File: src/rtl/hmmm_pkg.sv
// Shared types for the hmmm_core processor: opcode and FSM state enums plus a
// register-address width helper.
package hmmm_pkg;

    typedef enum logic [3:0] {
        OP_HALT      = 4'h0,
        OP_SETN      = 4'h1,
        OP_STORER    = 4'h2,
        OP_LOADR     = 4'h3,
        OP_COPY      = 4'h4,
        OP_NEG       = 4'h5,
        OP_ADD       = 4'h6,
        OP_SUB       = 4'h7,
        OP_JEQZN     = 4'h8,
        OP_JNEZN     = 4'h9,
        OP_JGTZN     = 4'hA,
        OP_JLTZN     = 4'hB,
        OP_JUMPN     = 4'hC,
        OP_JUMPN_ALT = 4'hD,
        OP_JUMPR     = 4'hE,
        OP_JUMPR_ALT = 4'hF
    } funct_t;

    typedef enum logic [1:0] {
        FETCH = 2'd0,
        EXEC  = 2'd1,
        MEM   = 2'd2,
        HALT  = 2'd3
    } state_t;

    function automatic int raw_bits(input int nregs);
        return (nregs > 1) ? $clog2(nregs) : 1;
    endfunction

endpackage

File: src/rtl/hmmm_regfile.sv
// NREGS x WIDTH register file: two combinational read ports, one write port
// committed at the clock edge, cleared by asynchronous reset.
module hmmm_regfile
    import hmmm_pkg::*;
#(
    parameter int WIDTH = 8,
    parameter int NREGS = 8,
    localparam int RAW  = raw_bits(NREGS)
) (
    input  logic             clk,
    input  logic             reset,
    input  logic             we,
    input  logic [RAW-1:0]   waddr,
    input  logic [WIDTH-1:0] wdata,
    input  logic [RAW-1:0]   raddr0,
    output logic [WIDTH-1:0] rdata0,
    input  logic [RAW-1:0]   raddr1,
    output logic [WIDTH-1:0] rdata1
);

    logic [WIDTH-1:0] regs [NREGS];

    always_ff @(posedge clk or posedge reset) begin
        if (reset) begin
            for (int i = 0; i < NREGS; i++) begin
                regs[i] <= '0;
            end
        end else if (we) begin
            regs[waddr] <= wdata;
        end
    end

    assign rdata0 = regs[raddr0];
    assign rdata1 = regs[raddr1];

endmodule

File: src/rtl/hmmm_core.sv
// Multicycle HMMM core with req/ack instruction and data ports and a HALT state.
// Optional macro HMMM_CORE_RETIRE_CNT_EN adds a saturating 32-bit retired-instruction count.
module hmmm_core
    import hmmm_pkg::*;
#(
    parameter int WIDTH = 8,
    parameter int NREGS = 8,
    localparam int RAW  = raw_bits(NREGS),
    localparam int IW   = 4 + RAW + WIDTH
) (
    input  logic             clk,
    input  logic             reset,
    output logic             imem_req,
    output logic [WIDTH-1:0] imem_addr,
    input  logic             imem_ack,
    input  logic [IW-1:0]    imem_rdata,
    output logic             dmem_req,
    output logic             dmem_we,
    output logic [WIDTH-1:0] dmem_addr,
    output logic [WIDTH-1:0] dmem_wdata,
    input  logic             dmem_ack,
    input  logic [WIDTH-1:0] dmem_rdata,
    output logic [WIDTH-1:0] pc,
    output logic             halted
`ifdef HMMM_CORE_RETIRE_CNT_EN
    ,
    output logic [31:0]      retired
`endif
);

    state_t           state;
    logic [IW-1:0]    instr;
    funct_t           funct;
    logic [RAW-1:0]   ra_f, rb_f, rc_f;
    logic [WIDTH-1:0] imm;
    logic [WIDTH-1:0] rb_v, rd1_v;
    logic             rf_we;
    logic [WIDTH-1:0] rf_wdata;
    logic             take;
    logic [WIDTH-1:0] target;
    logic             is_rrr;

    assign funct     = funct_t'(instr[IW-1 -: 4]);
    assign ra_f      = instr[IW-5 -: RAW];
    assign imm       = instr[WIDTH-1:0];
    assign rb_f      = imm[WIDTH-1 -: RAW];
    assign rc_f      = imm[WIDTH-1-RAW -: RAW];
    assign imem_addr = pc;

    // Port 1 reads rc for add/sub and ra for everything else (branches, stores).
    assign is_rrr = (funct == OP_ADD) || (funct == OP_SUB);

    hmmm_regfile #(.WIDTH(WIDTH), .NREGS(NREGS)) u_rf (
        .clk    (clk),
        .reset  (reset),
        .we     (rf_we),
        .waddr  (ra_f),
        .wdata  (rf_wdata),
        .raddr0 (rb_f),
        .rdata0 (rb_v),
        .raddr1 (is_rrr ? rc_f : ra_f),
        .rdata1 (rd1_v)
    );

    always_comb begin
        rf_we    = 1'b0;
        rf_wdata = '0;
        case (funct)
            OP_SETN: rf_wdata = imm;
            OP_COPY: rf_wdata = rb_v;
            OP_NEG:  rf_wdata = '0 - rb_v;
            OP_ADD:  rf_wdata = rb_v + rd1_v;
            OP_SUB:  rf_wdata = rb_v - rd1_v;
            default: rf_wdata = dmem_rdata;
        endcase
        if (state == EXEC) begin
            rf_we = (funct == OP_SETN) || (funct == OP_COPY) || (funct == OP_NEG) || is_rrr;
        end else if (state == MEM) begin
            rf_we = dmem_req && dmem_ack && !dmem_we;
        end
    end

    always_comb begin
        take   = 1'b0;
        target = imm;
        case (funct)
            OP_JEQZN:                  take = (rd1_v == '0);
            OP_JNEZN:                  take = (rd1_v != '0);
            OP_JGTZN:                  take = !rd1_v[WIDTH-1] && (rd1_v != '0);
            OP_JLTZN:                  take = rd1_v[WIDTH-1];
            OP_JUMPN, OP_JUMPN_ALT:    take = 1'b1;
            OP_JUMPR, OP_JUMPR_ALT: begin
                take   = 1'b1;
                target = rd1_v;
            end
            default:                   take = 1'b0;
        endcase
    end

    always_ff @(posedge clk or posedge reset) begin
        if (reset) begin
            state      <= FETCH;
            pc         <= '0;
            instr      <= '0;
            imem_req   <= 1'b0;
            dmem_req   <= 1'b0;
            dmem_we    <= 1'b0;
            dmem_addr  <= '0;
            dmem_wdata <= '0;
            halted     <= 1'b0;
        end else begin
            case (state)
                FETCH: begin
                    if (imem_req && imem_ack) begin
                        instr    <= imem_rdata;
                        imem_req <= 1'b0;
                        state    <= EXEC;
                    end else begin
                        imem_req <= 1'b1;
                    end
                end
                EXEC: begin
                    case (funct)
                        OP_HALT: begin
                            halted <= 1'b1;
                            state  <= HALT;
                        end
                        OP_STORER, OP_LOADR: begin
                            dmem_req   <= 1'b1;
                            dmem_we    <= (funct == OP_STORER);
                            dmem_addr  <= rb_v;
                            dmem_wdata <= rd1_v;
                            state      <= MEM;
                        end
                        default: begin
                            pc       <= take ? target : pc + 1'b1;
                            imem_req <= 1'b1;
                            state    <= FETCH;
                        end
                    endcase
                end
                MEM: begin
                    // Address, data and direction stay frozen until the memory acks.
                    if (dmem_req && dmem_ack) begin
                        dmem_req <= 1'b0;
                        dmem_we  <= 1'b0;
                        pc       <= pc + 1'b1;
                        imem_req <= 1'b1;
                        state    <= FETCH;
                    end
                end
                HALT: begin
                    halted <= 1'b1;
                end
                default: state <= FETCH;
            endcase
        end
    end

`ifdef HMMM_CORE_RETIRE_CNT_EN
    logic retire_evt;

    assign retire_evt = ((state == EXEC) && (funct != OP_HALT) && (funct != OP_STORER)
                         && (funct != OP_LOADR))
                        || ((state == MEM) && dmem_req && dmem_ack);

    always_ff @(posedge clk or posedge reset) begin
        if (reset) begin
            retired <= '0;
        end else if (retire_evt && (retired != '1)) begin
            retired <= retired + 32'd1;
        end
    end
`endif

endmodule

File: config.mk
export PLATFORM = sky130hd
export DESIGN_NAME = hmmm_core
export DESIGN_NICKNAME = d
export VERILOG_FILES = /design/src/rtl/hmmm_pkg.sv /design/src/rtl/hmmm_regfile.sv /design/src/rtl/hmmm_core.sv
export SDC_FILE = /design/constraint.sdc
export NUM_CORES = 1
export LEC_CHECK = 0
export BUFFER_PORTS_ARGS = -buffer_cell sky130_fd_sc_hd__buf_2
export CORE_MARGIN = 2
export CORE_UTILIZATION = 40
export DETAILED_ROUTE_END_ITERATION = 10
export MAX_ROUTING_LAYER = met4
export SLEW_MARGIN = 20
export SYNTH_ARGS = -nofsm -noshare
export SYNTH_HDL_FRONTEND = slang
export SYNTH_HIERARCHICAL = 1
export SYNTH_SLANG_ARGS = --single-unit
export TNS_END_PERCENT = 20
File: constraint.sdc
create_clock -name clk -period 11.5 [get_ports clk]
set_input_delay 1.15 -clock clk [delete_from_list [all_inputs] [get_ports clk]]
set_output_delay 1.15 -clock clk [all_outputs]
set_load 0.005 [all_outputs]
# After elaboration in Yosys (flattened, before gate mapping)
# Index checks and enable logic that the tools add are counted.
# classes
n_addsub	4
magnitude_cmp	4
n_eq_ne	23
mux	34
n_bitwise	3
reduce_logical	29
# op_table
cell	n
two-way mux 8 bit	9
bitwise mux 64 bit	1
binary-select mux 8 bit (select 3 bit)	2
one-hot mux 8 bit (5 select lines)	1
equality test 4 bit (second input constant)	8
demux 8 bit (select 3 bit)	1
equality test 4 x 3 -> 1 bit (second input constant)	4
one-hot mux 8 bit (2 select lines)	1
>= comparator 4 bit (second input constant)	3
NOT 3 -> 4 bit	3
AND reduction 3 bit	4
two-way mux 1 bit	9
adder 8 x 1 -> 8 bit (second input constant)	1
adder 8 bit	1
equality test 4 x 2 -> 1 bit (second input constant)	2
zero test 8 bit	1
nonzero test 8 bit	1
subtractor 1 x 8 -> 8 bit (first input constant)	1
subtractor 8 bit	1
inequality test 2 x 1 -> 1 bit (second input constant)	3
one-hot mux 1 bit (2 select lines)	3
one-hot mux 2 bit (3 select lines)	1
AND reduction 2 bit	3
logical AND 1 bit	5
19 further kinds	28
# word_totals
reg_bits	109
in_bits	27
out_inout_bits	36
elab_cells	114

# Depth between registers and ports, before layout
# Gate-level depths: netlist of run 1.
# depth
depth_word	13
ltp_mapped	22
depth_no_buf	18

# Cells and area by module
# The synthesis of run 1 kept the hierarchy.
# by_module_without_submodules
mod	instances	cells_each	area_per_inst_um2	seq_area_each_um2
hmmm_regfile	1	202	3554.7	1601.5
hmmm_core	1	372	3323.2	1126.1

# Least setup slack after synthesis of run 1
# No wires, ideal clock.
# synth_timing
kind	register -> register
start	register instr[14]
end	register u_rf/regs[30] (netlist name)
setup_time_ns	0.066
t_arrival_ns	4.166
required_ns	11.434
setup_slack_ns	7.268
stages_incl_launch_ff	21
n_path_buf	2
period_less_slack_ns	4.232
path_cell_list	dfrtp_1 -> buf_2 -> nand2b_1 -> nor2_1 -> nand2_1 -> nand2_1 -> clkbuf_1 -> mux4_1 -> mux2_2 -> inv_1 -> ha_1 -> nor2b_1 -> a21oi_1 -> xnor2_1 -> ha_1 -> o21ai_0 -> o21bai_1 -> a21oi_1 -> or3_1 -> o211ai_1 -> mux2_2
# synth_between
elab_chain_len	10
word_cells_on_any_way	19
cone_classes	add/sub (2); eq/ne (5); mux (7); bitwise (1); reduce/logical (4)
# synth_lines
element	line_no	rtl
start: declaration	hmmm_core.sv:32	logic [IW-1:0] instr;
start signal: assignment	hmmm_core.sv:115	instr <= imem_rdata;
equality test 4 x 3 -> 1 bit	hmmm_core.sv:51	assign is_rrr = (funct == OP_ADD) || (funct == OP_SUB);
logical OR 1 bit *	hmmm_core.sv:51	
two-way mux 3 bit *	hmmm_core.sv:61	.raddr1 (is_rrr ? rc_f : ra_f),
NOT 3 -> 4 bit (not written as such) *	hmmm_regfile.sv:34	assign rdata1 = regs[raddr1];
binary-select mux 8 bit (select 3 bit) *	hmmm_regfile.sv:34	
two-way mux 8 bit (not written as such) * (2 in a row)	hmmm_regfile.sv:34	
net rd1_v[0]	hmmm_core.sv:36	logic [WIDTH-1:0] rb_v, rd1_v;
subtractor 8 bit or adder 8 bit (tied branches)	hmmm_core.sv:73, hmmm_core.sv:72	
one-hot mux 8 bit (5 select lines) *	hmmm_core.sv:68	case (funct)
net rf_wdata[6]	hmmm_core.sv:38	logic [WIDTH-1:0] rf_wdata;
bitwise mux 64 bit *	hmmm_regfile.sv:29	regs[waddr] <= wdata;
end signal: indexed assignment	hmmm_regfile.sv:29	
end: declaration	hmmm_regfile.sv:21	logic [WIDTH-1:0] regs [NREGS];
# Mark *: on every way through the listed nets, which the timed path passes. The rest lies on a longest branch. The select of a mux whose other input is x is not followed.
# A chain may end at the register's enable or synchronous reset.

# Final worst setup path of run 1
# layout_timing
start	register instr[12]
end	register u_rf/regs[21] (netlist name)
# Same word-level chain as after synthesis.

==> qor.txt, run 1 <==
status: complete, no violations
Most used DFF post-synth: dfrtp_1
root buffer cell: clkbuf_16
Max H-tree Level: 3
DRT iter0 DRCs: 270
register area share after synthesis: 39.66%
Fin Hold WS: 487.0 ps
Total Routed Length: 17960 um
Post-CTS Setup Bufs: 0
count of state elements after synthesis: 109
Syn-to-layout area delta: 10.08%
fin worst setup slack: 5566 ps
Clock Skew: 8.677 ps
CP Data Required Time: 11790 ps
routed len/inst: 21.41 um
post-route ant nets: 0
CTS Buf Count: 9
sw frac: 23.13%
Cells after Synth: 574
CP Launch Point: instr[12]$_DFFE_PP0P_
fin. max-slew vios: 0
ant diodes: 0
final cycle utilization of the critical path: 51.60%
reg-to-reg startpoint: instr[12]$_DFFE_PP0P_
Post-synth EDFFs: 0
final instance area: 7571 um^2
largest net degree at the start of global routing: 65
Final HPWL DP: 12450 um
routed wl met2: 8558 um
hold_buf cts: 0
post-layout net count: 656
Setup crit end kind: register
final hold violation count: 0
Post-CTS Resized: 0
Placed Area: 7273 um^2
Worst R2R Setup Slack: 5570 ps
global-route wire length before repair: 28380 um
Avg Inst Size Synth: 11.98 um^2
Hold WC Path Type: reg -> reg
Reg2Reg Depth: 17
Leak: 3.455 nW
Die ar.: 18260 um^2
cell area power density: 97.31 nW/um^2
Cell Count, Final, Fillers Out: 839
MaxCap Viol Count: 0
Core ar.: 16700 um^2
CTS tree: done
startpoint types: register
clock sink count: 109
Int Power: 566.4 uW
Tmin final: 5934 ps
Via density: 5.779
f_max: 168.5 MHz
total chip power: 736.7 uW
synth unique cells: 67
Worst Max-Slew Pin Slew: 984.3 ps
Reg power frac: 52.2%
RSZ-0062 raised after global routing: no
DRT Pass-1 Iters: 5
routed wl met3: 678 um
antenna violations before repair: 0
clk buf depth: 2
placer congestion estimate: 0.9092
clock network power share: 41.2%
GRT Util Overall: 21.25%
WP data arrival: 6220 ps
reg2reg end: u_rf/regs[21]$_DFFE_PP0P_
Clock transition at path regs: 70 ps
slew margin rel.: 34.22%
worst-skew pair later-pin latency: 360 ps
vias in the first global route: 4815
NetSw: 170.4 uW
Synth Cell Area: 6878 um^2
Die Height: 135.1 um
DRC: 0
share of layout cells above drive strength 1: 33.60%
Critical Path Fanout Max: 21
ys async rst share: 100.0%
Initial Util: 41.18%
Setup TNS: 0 ps
GRT overflow: 0
net count of the mapped netlist: 616
VDD IR max: 0.07110 mV
IO Port Bufs: 62
num rows: 47
combinational fraction of design power: 6.6%
WL met1: 8238 um
pre-CTS setup slack: 5678 ps
Ys Warns: 6
Placed Instances: 823
Top Metal Used: met4
CP endpoint: u_rf/regs[21]$_DFFE_PP0P_
# IOs: 63
final setup fails: 0
Layout Utilization: 45.33%
via count: 4849
Die X: 135.1 um
Setup CP Type: reg -> reg
state kept, by name, summed over array words and instances (netlist names):
signal / flops
imem_req: 1
instr: 15
dmem_we: 1
halted: 1
u_rf/regs: 64
dmem_req: 1
dmem_wdata: 8
imem_addr: 8
dmem_addr: 8
state: 2
worst max-delay path: stages, from the launching register on:
cell and delay [ps]:
dfrtp_1 720, nand2b_1 220, nor2_1 440, nand2_1 110
nand2_1 740, mux4_1 660, mux2_2 320, inv_1 90
ha_1 160, nor2b_1 360, a21oi_1 160, xnor2_1 150
ha_1 340, a21oi_1 300, and3_1 210, o21ai_0 80
a21oi_1 530, mux2_2 280
power groups by stage:
| stage | combinational [mW] | clock, mW | sequential (mW) |
|---|---|---|---|
| global placement | 0.0485 | 0 | 0.392 |
| finish | 0.0486 | 0.304 | 0.385 |
| floorplan | 0.0324 | 0 | 0.392 |
| global route | 0.0547 | 0.329 | 0.385 |
| detailed placement | 0.0487 | 0 | 0.392 |
| CTS | 0.0490 | 0.312 | 0.384 |
per-layer routing:
layer / GRT usage [%] / vias to the layer above
met5: - / -
met1: 27.82 / 2432
li1: - / 2266
met4: 6.308 / 0
met3: 3.853 / 32
met2: 33.98 / 119
layout by cell type (no fill, tap or decap), drive strengths merged, types with 6 or more instances in the layout:
cell	count
nand3	12
mux4	32
a211oi	12
xnor2	11
inv	15
nand2	33
mux2	111
buf	72
nand2b	6
a21oi	34
dfrtp	109
ha	14
mux2i	7
o21ai	16
nor2	30
clkbuf	13
cells by family after synthesis:
kind of cell	count (synthesis)	synth area share [%]
multiplexers	150	31.42
AND/OR/NAND/NOR	125	9.787
flip-flops	109	39.66
AO/OA/AOI/OAI	102	9.788
buffers and inverters	59	4.730
adder cells (fa/ha/maj)	15	2.838
XOR/XNOR	14	1.783
cells in the mapped netlist (4+ instances only):
cell type / number / share of area (%)
a211oi_1: 12 / 1.3
a21oi_1: 34 / 2.5
and3_1: 5 / 0.45
buf_2: 15 / 1.1
buf_4: 10 / 1.1
clkbuf_1: 11 / 0.60
dfrtp_1: 109 / 40
ha_1: 14 / 2.5
inv_1: 15 / 0.82
mux2_1: 4 / 0.65
mux2_2: 107 / 18
mux2i_1: 7 / 1.0
mux4_1: 32 / 12
nand2_1: 33 / 1.8
nand2b_1: 5 / 0.45
nand3_1: 12 / 0.87
nand4b_1: 4 / 0.51
nor2_1: 29 / 1.6
nor2b_1: 4 / 0.36
nor3_1: 5 / 0.36
nor4_1: 4 / 0.36
o21a_1: 5 / 0.55
o21ai_0: 15 / 1.1
or3_1: 4 / 0.36
xnor2_1: 11 / 1.4
how the worst min path moves through the flow:
stage / from / endpoint / slack (ps) / depth (start not counted)
2_1_floorplan: halted$_DFFE_PP0P_ / halted$_DFFE_PP0P_ / 470 / 1
3_3_place_gp: dmem_addr[0]$_DFFE_PP0P_ / dmem_addr[0]$_DFFE_PP0P_ / 470 / 1
3_5_place_dp: halted$_DFFE_PP0P_ / halted$_DFFE_PP0P_ / 470 / 1
4_1_cts: halted$_DFFE_PP0P_ / halted$_DFFE_PP0P_ / 480 / 1
5_1_grt: dmem_addr[0]$_DFFE_PP0P_ / dmem_addr[0]$_DFFE_PP0P_ / 520 / 1
6_report: halted$_DFFE_PP0P_ / halted$_DFFE_PP0P_ / 490 / 1
final cells by class:
cell class / instances / area, um^2
fill: 1557 / 9130
multi-input combinational: 406 / 3832
sequential: 109 / 2728
timing repair buffer: 72 / 385.4
tap: 220 / 275.3
clock buffer: 13 / 270.3
inverter: 16 / 61.31
clock inverter: 3 / 18.77
Power figures use the tool's default switching activity.
==> inputs of run 2 (changes only) <==
Clock period 11.5 ns to 6 ns, I/O delays scaled along.
==> qor.txt, run 2 (synthesis gave the netlist of run 1 again) <==
Clock Skew: 11.62 ps (+2.940 ps)
share of layout cells above drive strength 1: 34.19% (+0.59 points)
most frequent cells in the layout: dfrtp_1 (109), mux2_2 (107), buf_2 (62), a21oi_1 (34), nand2_1 (33)
CP Data Required Time: 6310 ps (-5480 ps)
RSZ-0062 raised after global routing: no
Die X: 135.1 um (unchanged)
Max H-tree Level: 3 (unchanged)
Setup crit end kind: register
commonest non-fill, non-tap cell in the layout: dfrtp_1
Slowest cell on crit path: mux4_1
multi-input logic area: 3832 um^2 (unchanged)
met1 Track Usage GR: 27.52% (-0.30 points)
slew margin rel.: 28.59% (-5.6 points)
via count: 4931 (+1.7%)
global-route wire length before repair: 28320 um (-0.22%)
VDD IR max: 0.1511 mV (+110%)
Total Routed Length: 18130 um (+0.95%)
CP bufs+invs: 2 (+1)
Post-CTS Setup Bufs: 0 (unchanged)
GR Layer Usage met3: 2.768% (-1.1 points)
Setup CP Type: reg -> reg
final cycle utilization of the critical path: 81.56% (+30 points)
crit path cell chain: nand2b_1, nor2_1, buf_4, nand2_1, nand2_1, buf_4, mux4_1, mux2_2, nor3_1, nor2_1, xnor2_1, ha_1, a21o_1, a21oi_1, and3_1, o21ai_0, a21oi_1, mux2_2
Worst Max-Slew Pin Slew: 1071 ps (+86.93 ps)
total chip power: 1.424 mW (+93%)
CTS tree: done
num rows: 47 (unchanged)
cell area power density: 187.2 nW/um^2 (+92%)
clk buf depth: 2 (unchanged)
fin. max-slew vios: 0 (unchanged)
GRT Util Overall: 21.21% (-0.035 points)
final hold violation count: 0 (unchanged)
pre-CTS setup slack: 1150 ps (-4528 ps)
Post-CTS Resized: 0 (unchanged)
Die Height: 135.1 um (unchanged)
MaxCap Viol Count: 0 (unchanged)
hold_buf cts: 0 (unchanged)
# IOs: 63 (unchanged)
Via density: 5.849 (+1.2%)
Syn-to-layout area delta: 10.55%
Clock transition at path regs: 80 ps (about the same)
# fillers: 1562 (+0.32%)
clock sink count: 109 (unchanged)
GR Layer Usage met2: 34.32% (+0.34 points)
status: complete, no violations
f_max: 204.3 MHz (+21%)
ant diodes: 0 (unchanged)
DRC: 0 (unchanged)
final setup fails: 0 (unchanged)
GRT overflow: 0 (unchanged)
Tmin final: 4894 ps (-1040 ps)
CTS Buf Count: 9 (unchanged)
WP data arrival: 5200 ps (-1020 ps)
routed len/inst: 21.51 um (+0.47%)
Core ar.: 16700 um^2 (unchanged)
Hold WC Path Type: in -> async
largest net degree at the start of global routing: 65 (unchanged)
startpoint types: register
Critical Path Fanout Max: 12 (-43%)
post-layout net count: 660 (+0.61%)
Initial Util: 41.18% (unchanged)
register area: 2728 um^2 (unchanged)
Final HPWL DP: 12960 um (+4.1%)
vias in the first global route: 4853 (+0.79%)
IO Port Bufs: 62 (unchanged)
post-route ant nets: 0 (unchanged)
fin worst setup slack: 1106 ps (-4460 ps)
Crit path largest cell delay: 570 ps (-170 ps)
placer congestion estimate: 0.9071 (-0.23%)
Setup TNS: 0 ps (unchanged)
DRT Pass-1 Iters: 5 (unchanged)
Leak: 3.476 nW (+0.62%)
worst-skew pair later-pin latency: 370 ps (about the same)
root buffer cell: clkbuf_16
critical path's top delay family: simple AND/OR/NAND/NOR gates
Biggest register: u_rf/regs
Largest register FFs: 64 (unchanged)
DRT iter0 DRCs: 286 (+5.9%)
Die ar.: 18260 um^2 (unchanged)
antenna violations before repair: 1 (+1)
biggest regs: u_rf/regs (64), instr (15)
GRT Max-Usage Layer: met2
## run 2: cell count changes in the layout (fill, tap and decap cells not counted), sizes merged
cell    previous run  this run
inv               15        20
buf               72        76
clkbuf            13         9
clkinv             4         3
## run 2: final cells by class
type / instances / share of cell area, %
timing repair buffer: 76 / 5.463
inverter: 16 / 0.7899
clock inverter: 7 / 0.8886
tap: 220 / 3.620
clock buffer: 9 / 2.962
multi-input combinational: 406 / 50.40
sequential: 109 / 35.87
## run 2: path summary, 6_finish.rpt
path / slack [ps] / depth (start not counted) / end / from
min: 140 / 2 / dmem_addr[3]$_DFFE_PP0P_ / reset
min reg2reg: 490 / 1 / halted$_DFFE_PP0P_ / halted$_DFFE_PP0P_
max in group asynchronous: 4980 / 3 / u_rf/regs[38]$_DFFE_PP0P_ / reset
min in group clk: 460 / 2 / instr[6]$_DFFE_PP0P_ / imem_rdata[6]
max: 1110 / 18 / u_rf/regs[45]$_DFFE_PP0P_ / instr[14]$_DFFE_PP0P_
max reg2reg: 1110 / 18 / u_rf/regs[45]$_DFFE_PP0P_ / instr[14]$_DFFE_PP0P_
## run 2: routing by layer
metal	part of all wire [%]	routed length (um)
met1	44	8003
met2	49	8890
met3	4.5	817
met4	2.3	418
met5	0	0
## run 2: where the power goes
part | internal (mW) | leakage [nW] | switching (mW)
clock | 0.293 | 0.145 | 0.300
combinational | 0.0345 | 1.88 | 0.0591
sequential | 0.736 | 1.45 | 0.00144
## run 2: through the flow
stage | utilization, % | hold WS, ps | cell area, um^2 | std cells
5_1_grt | 45.53 | 145.2 | 7604 | 843
6_report | 45.53 | 143.9 | 7604 | 843
4_1_cts | 45.53 | 141.6 | 7604 | 843
2_1_floorplan | - | 472.3 | 6878 | 574
3_5_place_dp | 43.77 | 466.5 | 7311 | 827
3_3_place_gp | 43.73 | 468.4 | 7303 | 827
